--- config.mk ---
export PLATFORM = sky130hd
export DESIGN_NAME = pkt_tx_scheduler
export DESIGN_NICKNAME = d
export VERILOG_FILES = /design/src/rtl/pkt_tx_scheduler.sv
export SDC_FILE = /design/constraint.sdc
export NUM_CORES = 1
export LEC_CHECK = 0
export ABC_CLOCK_PERIOD_IN_PS = 3150
export BUFFER_PORTS_ARGS = -buffer_cell sky130_fd_sc_hd__buf_4
export CORE_MARGIN = 2
export CORE_UTILIZATION = 30
export CTS_BUF_LIST = sky130_fd_sc_hd__clkbuf_8
export CTS_CLUSTER_DIAMETER = 30
export DETAILED_ROUTE_END_ITERATION = 6
export SYNTH_ARGS = -nofsm -noshare
export SYNTH_HDL_FRONTEND = slang
export SYNTH_SLANG_ARGS = --single-unit
--- constraint.sdc ---
create_clock -name CLK -period 3.15 [get_ports CLK]
set_input_delay 0 -clock CLK [delete_from_list [all_inputs] [get_ports CLK]]
set_output_delay 0 -clock CLK [all_outputs]
set_load 0.1 [all_outputs]
--- src/rtl/pkt_tx_scheduler.sv ---
// Round-robin scheduler and packet framer feeding the pixel packet picker DIN.
// Define PKT_TX_CHKSUM_EN to append an XOR checksum word after the pixel data.
module pkt_tx_scheduler #(
    parameter int pixelWidth = 16,
    parameter int NUM_REQ    = 4,
    parameter int NUM_PIXEL  = 16
) (
    input  logic                          CLK,
    input  logic                          nRST,
    input  logic [NUM_REQ-1:0]            REQ,
    input  logic [NUM_REQ*pixelWidth-1:0] PIX_IN,
    output logic [NUM_REQ-1:0]            GNT,
    output logic [NUM_REQ-1:0]            PIX_RD,
    output logic [pixelWidth-1:0]         DOUT,
    output logic                          DOUT_VALID,
    output logic                          BUSY
);
    localparam int IW = $clog2(NUM_REQ);
    localparam int CW = (NUM_PIXEL > 1) ? $clog2(NUM_PIXEL) : 1;
    localparam logic [pixelWidth-1:0] WORD_HDR  = pixelWidth'(16'hFFFF);
    localparam logic [pixelWidth-1:0] WORD_SYNC = pixelWidth'(16'hAAAA);

    typedef enum logic [2:0] {
        ST_IDLE = 3'd0,
        ST_HDR0 = 3'd1,
        ST_HDR1 = 3'd2,
        ST_SYNC = 3'd3,
        ST_CNTL = 3'd4,
        ST_DATA = 3'd5,
`ifdef PKT_TX_CHKSUM_EN
        ST_CHK  = 3'd6,
`endif
        ST_GAP  = 3'd7
    } state_t;

    state_t                state_r, next_state_s;
    logic [IW-1:0]         gid_r, last_r, win_id_s, scan_s;
    logic                  win_found_s, hit_s;
    logic [7:0]            seq_r [NUM_REQ];
    logic [CW-1:0]         beat_r;
    logic                  last_beat_s;
    logic [NUM_REQ-1:0]    gnt_oh_s;
    logic [pixelWidth-1:0] pix_sel_s, cntl_s;
`ifdef PKT_TX_CHKSUM_EN
    logic [pixelWidth-1:0] chk_r;
`endif

    assign gnt_oh_s    = NUM_REQ'(1) << gid_r;
    assign pix_sel_s   = PIX_IN[int'(gid_r)*pixelWidth +: pixelWidth];
    assign cntl_s      = {(pixelWidth-8)'(gid_r), seq_r[gid_r]};
    assign last_beat_s = (beat_r == CW'(NUM_PIXEL - 1));

    // Round-robin search starting just after the previous winner
    always_comb begin
        win_found_s = 1'b0;
        win_id_s    = last_r;
        scan_s      = last_r;
        hit_s       = 1'b0;
        for (int k = 0; k < NUM_REQ; k++) begin
            scan_s      = (scan_s == IW'(NUM_REQ - 1)) ? IW'(0) : scan_s + IW'(1);
            hit_s       = ~win_found_s & REQ[scan_s];
            win_id_s    = hit_s ? scan_s : win_id_s;
            win_found_s = win_found_s | hit_s;
        end
    end

    // Next-state and Moore output decode
    always_comb begin
        next_state_s = state_r;
        GNT          = '0;
        PIX_RD       = '0;
        DOUT         = '0;
        DOUT_VALID   = 1'b0;
        BUSY         = 1'b1;
        case (state_r)
            ST_IDLE: begin
                BUSY = 1'b0;
                if (win_found_s) next_state_s = ST_HDR0;
                else             next_state_s = ST_IDLE;
            end
            ST_HDR0: begin
                next_state_s = ST_HDR1;
                GNT          = gnt_oh_s;
                DOUT         = WORD_HDR;
                DOUT_VALID   = 1'b1;
            end
            ST_HDR1: begin
                next_state_s = ST_SYNC;
                GNT          = gnt_oh_s;
                DOUT         = WORD_HDR;
                DOUT_VALID   = 1'b1;
            end
            ST_SYNC: begin
                next_state_s = ST_CNTL;
                GNT          = gnt_oh_s;
                DOUT         = WORD_SYNC;
                DOUT_VALID   = 1'b1;
            end
            ST_CNTL: begin
                next_state_s = ST_DATA;
                GNT          = gnt_oh_s;
                DOUT         = cntl_s;
                DOUT_VALID   = 1'b1;
            end
            ST_DATA: begin
                GNT        = gnt_oh_s;
                PIX_RD     = gnt_oh_s;
                DOUT       = pix_sel_s;
                DOUT_VALID = 1'b1;
`ifdef PKT_TX_CHKSUM_EN
                if (last_beat_s) next_state_s = ST_CHK;
`else
                if (last_beat_s) next_state_s = ST_GAP;
`endif
                else             next_state_s = ST_DATA;
            end
`ifdef PKT_TX_CHKSUM_EN
            ST_CHK: begin
                next_state_s = ST_GAP;
                GNT          = gnt_oh_s;
                DOUT         = chk_r;
                DOUT_VALID   = 1'b1;
            end
`endif
            ST_GAP: begin
                next_state_s = ST_IDLE;
            end
            default: begin
                next_state_s = ST_IDLE;
            end
        endcase
    end

    // State, grant bookkeeping, beat counter and per-source sequence numbers
    always_ff @(posedge CLK or negedge nRST) begin
        if (!nRST) begin
            state_r <= ST_IDLE;
            gid_r   <= '0;
            last_r  <= IW'(NUM_REQ - 1);
            beat_r  <= '0;
            for (int i = 0; i < NUM_REQ; i++) seq_r[i] <= 8'd0;
`ifdef PKT_TX_CHKSUM_EN
            chk_r   <= '0;
`endif
        end else begin
            state_r <= next_state_s;
            if (state_r == ST_IDLE && win_found_s) begin
                gid_r  <= win_id_s;
                last_r <= win_id_s;
            end
            beat_r <= (state_r == ST_DATA) ? beat_r + CW'(1) : CW'(0);
            if (state_r == ST_GAP) seq_r[gid_r] <= seq_r[gid_r] + 8'd1;
`ifdef PKT_TX_CHKSUM_EN
            if (state_r == ST_CNTL)      chk_r <= '0;
            else if (state_r == ST_DATA) chk_r <= chk_r ^ pix_sel_s;
`endif
        end
    end

endmodule

==> impl_metrics.yaml <==
setup_path:
  endpoint_kind: "primary output"
  critPathLaunchType: "register"
  required_ns: 3.15
  worstPathArrival_ns: 2.47
  path_max_fanout: 22
  crit_type: "register to primary output"
min_path:
  hold_class: "input port to register"
synthesis:
  syn_area_um2: 2930
  synth_edf_count: 0
  yosys.area_share.simple_pct: 16.5
  synth_compound_area_share_pct: 16.2
  synthTopCellsByArea: "dfrtp_1, mux4_2, a21oi_1"
  synth_top_family_by_area: "multiplexers"
  synth-xor-area-share_pct: 2.65
  synth.top_cell.area_share_pct: 35.1
  synth_mux_area_share_pct: 21.1
  netlist_top_cells_count: "dfrtp_1, nor2_1, a21oi_1"
  yosys.area.top_type: "dfrtp_1"
  yosysSeqAreaShare_pct: 36.9
  synthesis.instances: 301
  syn-num-nets: 374
  synth_cell_type_count: 45
  synth_area_per_cell_um2: 9.72
  synth-seq-cells: 43
  synth_fa_ha_area_share_pct: 1.28
  synthArstFlopShare_pct: 100
  yosysMostFrequentCell: "dfrtp_1"
  synth-main-ff-cell: "dfrtp_1"
  ys_warn_count: 0
final_layout:
  regArea_um2: 1080
  nNetsFinal: 456
  nFillCells: 985
  drive_above_1_share_pct: 38.3
  postLayoutCoreUtil_pct: 40.0
  multi_input_area_um2: 1700
  area_delta_synth_final_pct: 31.6
  diodes: 0
  final_cell_area_um2: 3850
timing:
  fin_skew_ns: 0.00558
  max_freq_mhz: 405
  grt_setup_unrepaired: "false"
  fin_crit_ns: 2.47
  worst_pin_slew_ns: 0.745
  hold_viol_final: 0
  setup_viol: 0
  slew_headroom_pct: 50.3
  finalCritPeriodShare_pct: 78.4
  hold_ws_ns: 0.112
  setup_tns_ns: 0
  slew_violations: 0
route:
  routed_wl_um: 8120
  antenna_left: 0
  via_per_inst: 5.07
  drt_first_iter_violations: 91
  wl_per_cell_um: 15.7
  dr_total_vias: 2622
  remaining_drc_errors: 0
  drt_first_pass_iters: 4
clock_network:
  clock_latency_ns: 0.30
  postCtsSetupRepairBufs: 0
  cts_tree: "built"
  htree_levels: 2
  numCtsBuffers: 5
  cts.sinks: 43
  path_clk_slew_ns: 0.08
  cts_buffer_depth: 2
  cts_root_buffer: "clkbuf_8"
floorplanning:
  rows: 36
  ioPinCount: 96
  start_util_pct: 30.4
  die_area_um2: 10600
  die_x_um: 103
  die_h_um: 103
  core_area_um2: 9640
global_routing:
  grtUsageTotal_pct: 15.0
  grt_overflow: 0
  grt_first_pass_wirelength_um: 12500
  first_global_vias: 2475
  antenna_found_initial: 0
  grt_max_degree: 44
job:
  maxCapViolCount: 0
placed_design:
  placed_cell_area_um2: 3720
  hpwl_um: 6210
  globalplace.congestion: 0.851
  io_buffer_count: 95
status:
  outcome: "completed"
==> state kept, by name, indices dropped and copies added, names as in the netlist <==
name and cells:
beat_r 4, gid_r 2, last_r 2, seq_r 32
state_r 3
==> cells by family after synthesis <==
group,count (synthesis)
buf+inv,33
mux,30
simple gates,104
fa+ha+maj,3
flops,43
xor+xnor,8
compound gates,80
==> cell type report <==
type,instances,area share (%)
Sequential cell,43,28.0
Multi-Input combinational cell,225,44.1
Clock buffer,6,2.14
Timing Repair Buffer,102,19.9
Inverter,6,0.585
Tap cell,133,4.32
Clock inverter,2,0.909
==> worst max-delay path, stage by stage, from the launching register on <==
cell      delay [ns]
dfrtp_1         0.79
nor2b_1         0.27
o21bai_1        0.63
o21ai_1         0.19
buf_4           0.28
==> cell usage in the layout, fill, tap and decap left out, drive strengths merged, types with 2 or more instances in the layout <==
| master | count |
|---|---|
| a21oi | 29 |
| a22oi | 10 |
| a31oi | 3 |
| a32oi | 2 |
| and2 | 2 |
| and3 | 2 |
| buf | 101 |
| clkbuf | 6 |
| dfrtp | 41 |
| dfstp | 2 |
| ha | 3 |
| inv | 6 |
| mux2 | 4 |
| mux4 | 25 |
| nand2 | 25 |
| nand2b | 6 |
| nand3 | 6 |
| nand4 | 5 |
| nor2 | 39 |
| nor2b | 5 |
| nor3 | 6 |
| o211ai | 5 |
| o21ai | 23 |
| o21bai | 2 |
| or2 | 3 |
| or3 | 2 |
| xnor2 | 2 |
| xor2 | 6 |
==> final timing paths <==
| check | start | to | cells past startpoint | slack [ns] |
|---|---|---|---|---|
| min in group asynchronous | nRST | seq_r[26] | 2 | 0.22 |
| max | state_r[1] | DOUT[0] | 4 | 0.68 |
| min reg2reg | beat_r[0] | beat_r[0] | 1 | 0.46 |
| max reg2reg | gid_r[1] | seq_r[12] | 5 | 0.85 |
| min | REQ[3] | last_r[0] | 3 | 0.11 |
| max in group asynchronous | nRST | gid_r[0] | 2 | 2.53 |
==> metrics by stage <==
stage / instances / setup WS, ns
6_report: 517 / 0.681
5_1_grt: 517 / 0.490
4_1_cts: 517 / 0.648
3_5_place_dp: 508 / 0.845
3_3_place_gp: 508 / 0.874
2_1_floorplan: 301 / 0.0292
==> routing by layer <==
layer  vias to the layer above  part of all wire (%)  track usage (%)
met2                        96                    49             27.1
met4                         0                   1.1             4.66
met3                         7                   8.4             2.24
met1                      1256                    42             18.4
li1                       1263                     -                -
met5                         -                     0                0
==> what timing repair did <==
item                                   4_1_cts  5_1_grt
resized for setup                            0        0
endpoints found under the hold margin       41        0
hold buffers                                 1        0
Power is not shown: default switching activity piles up to over one toggle a cycle in this logic, so the estimate is an artifact.
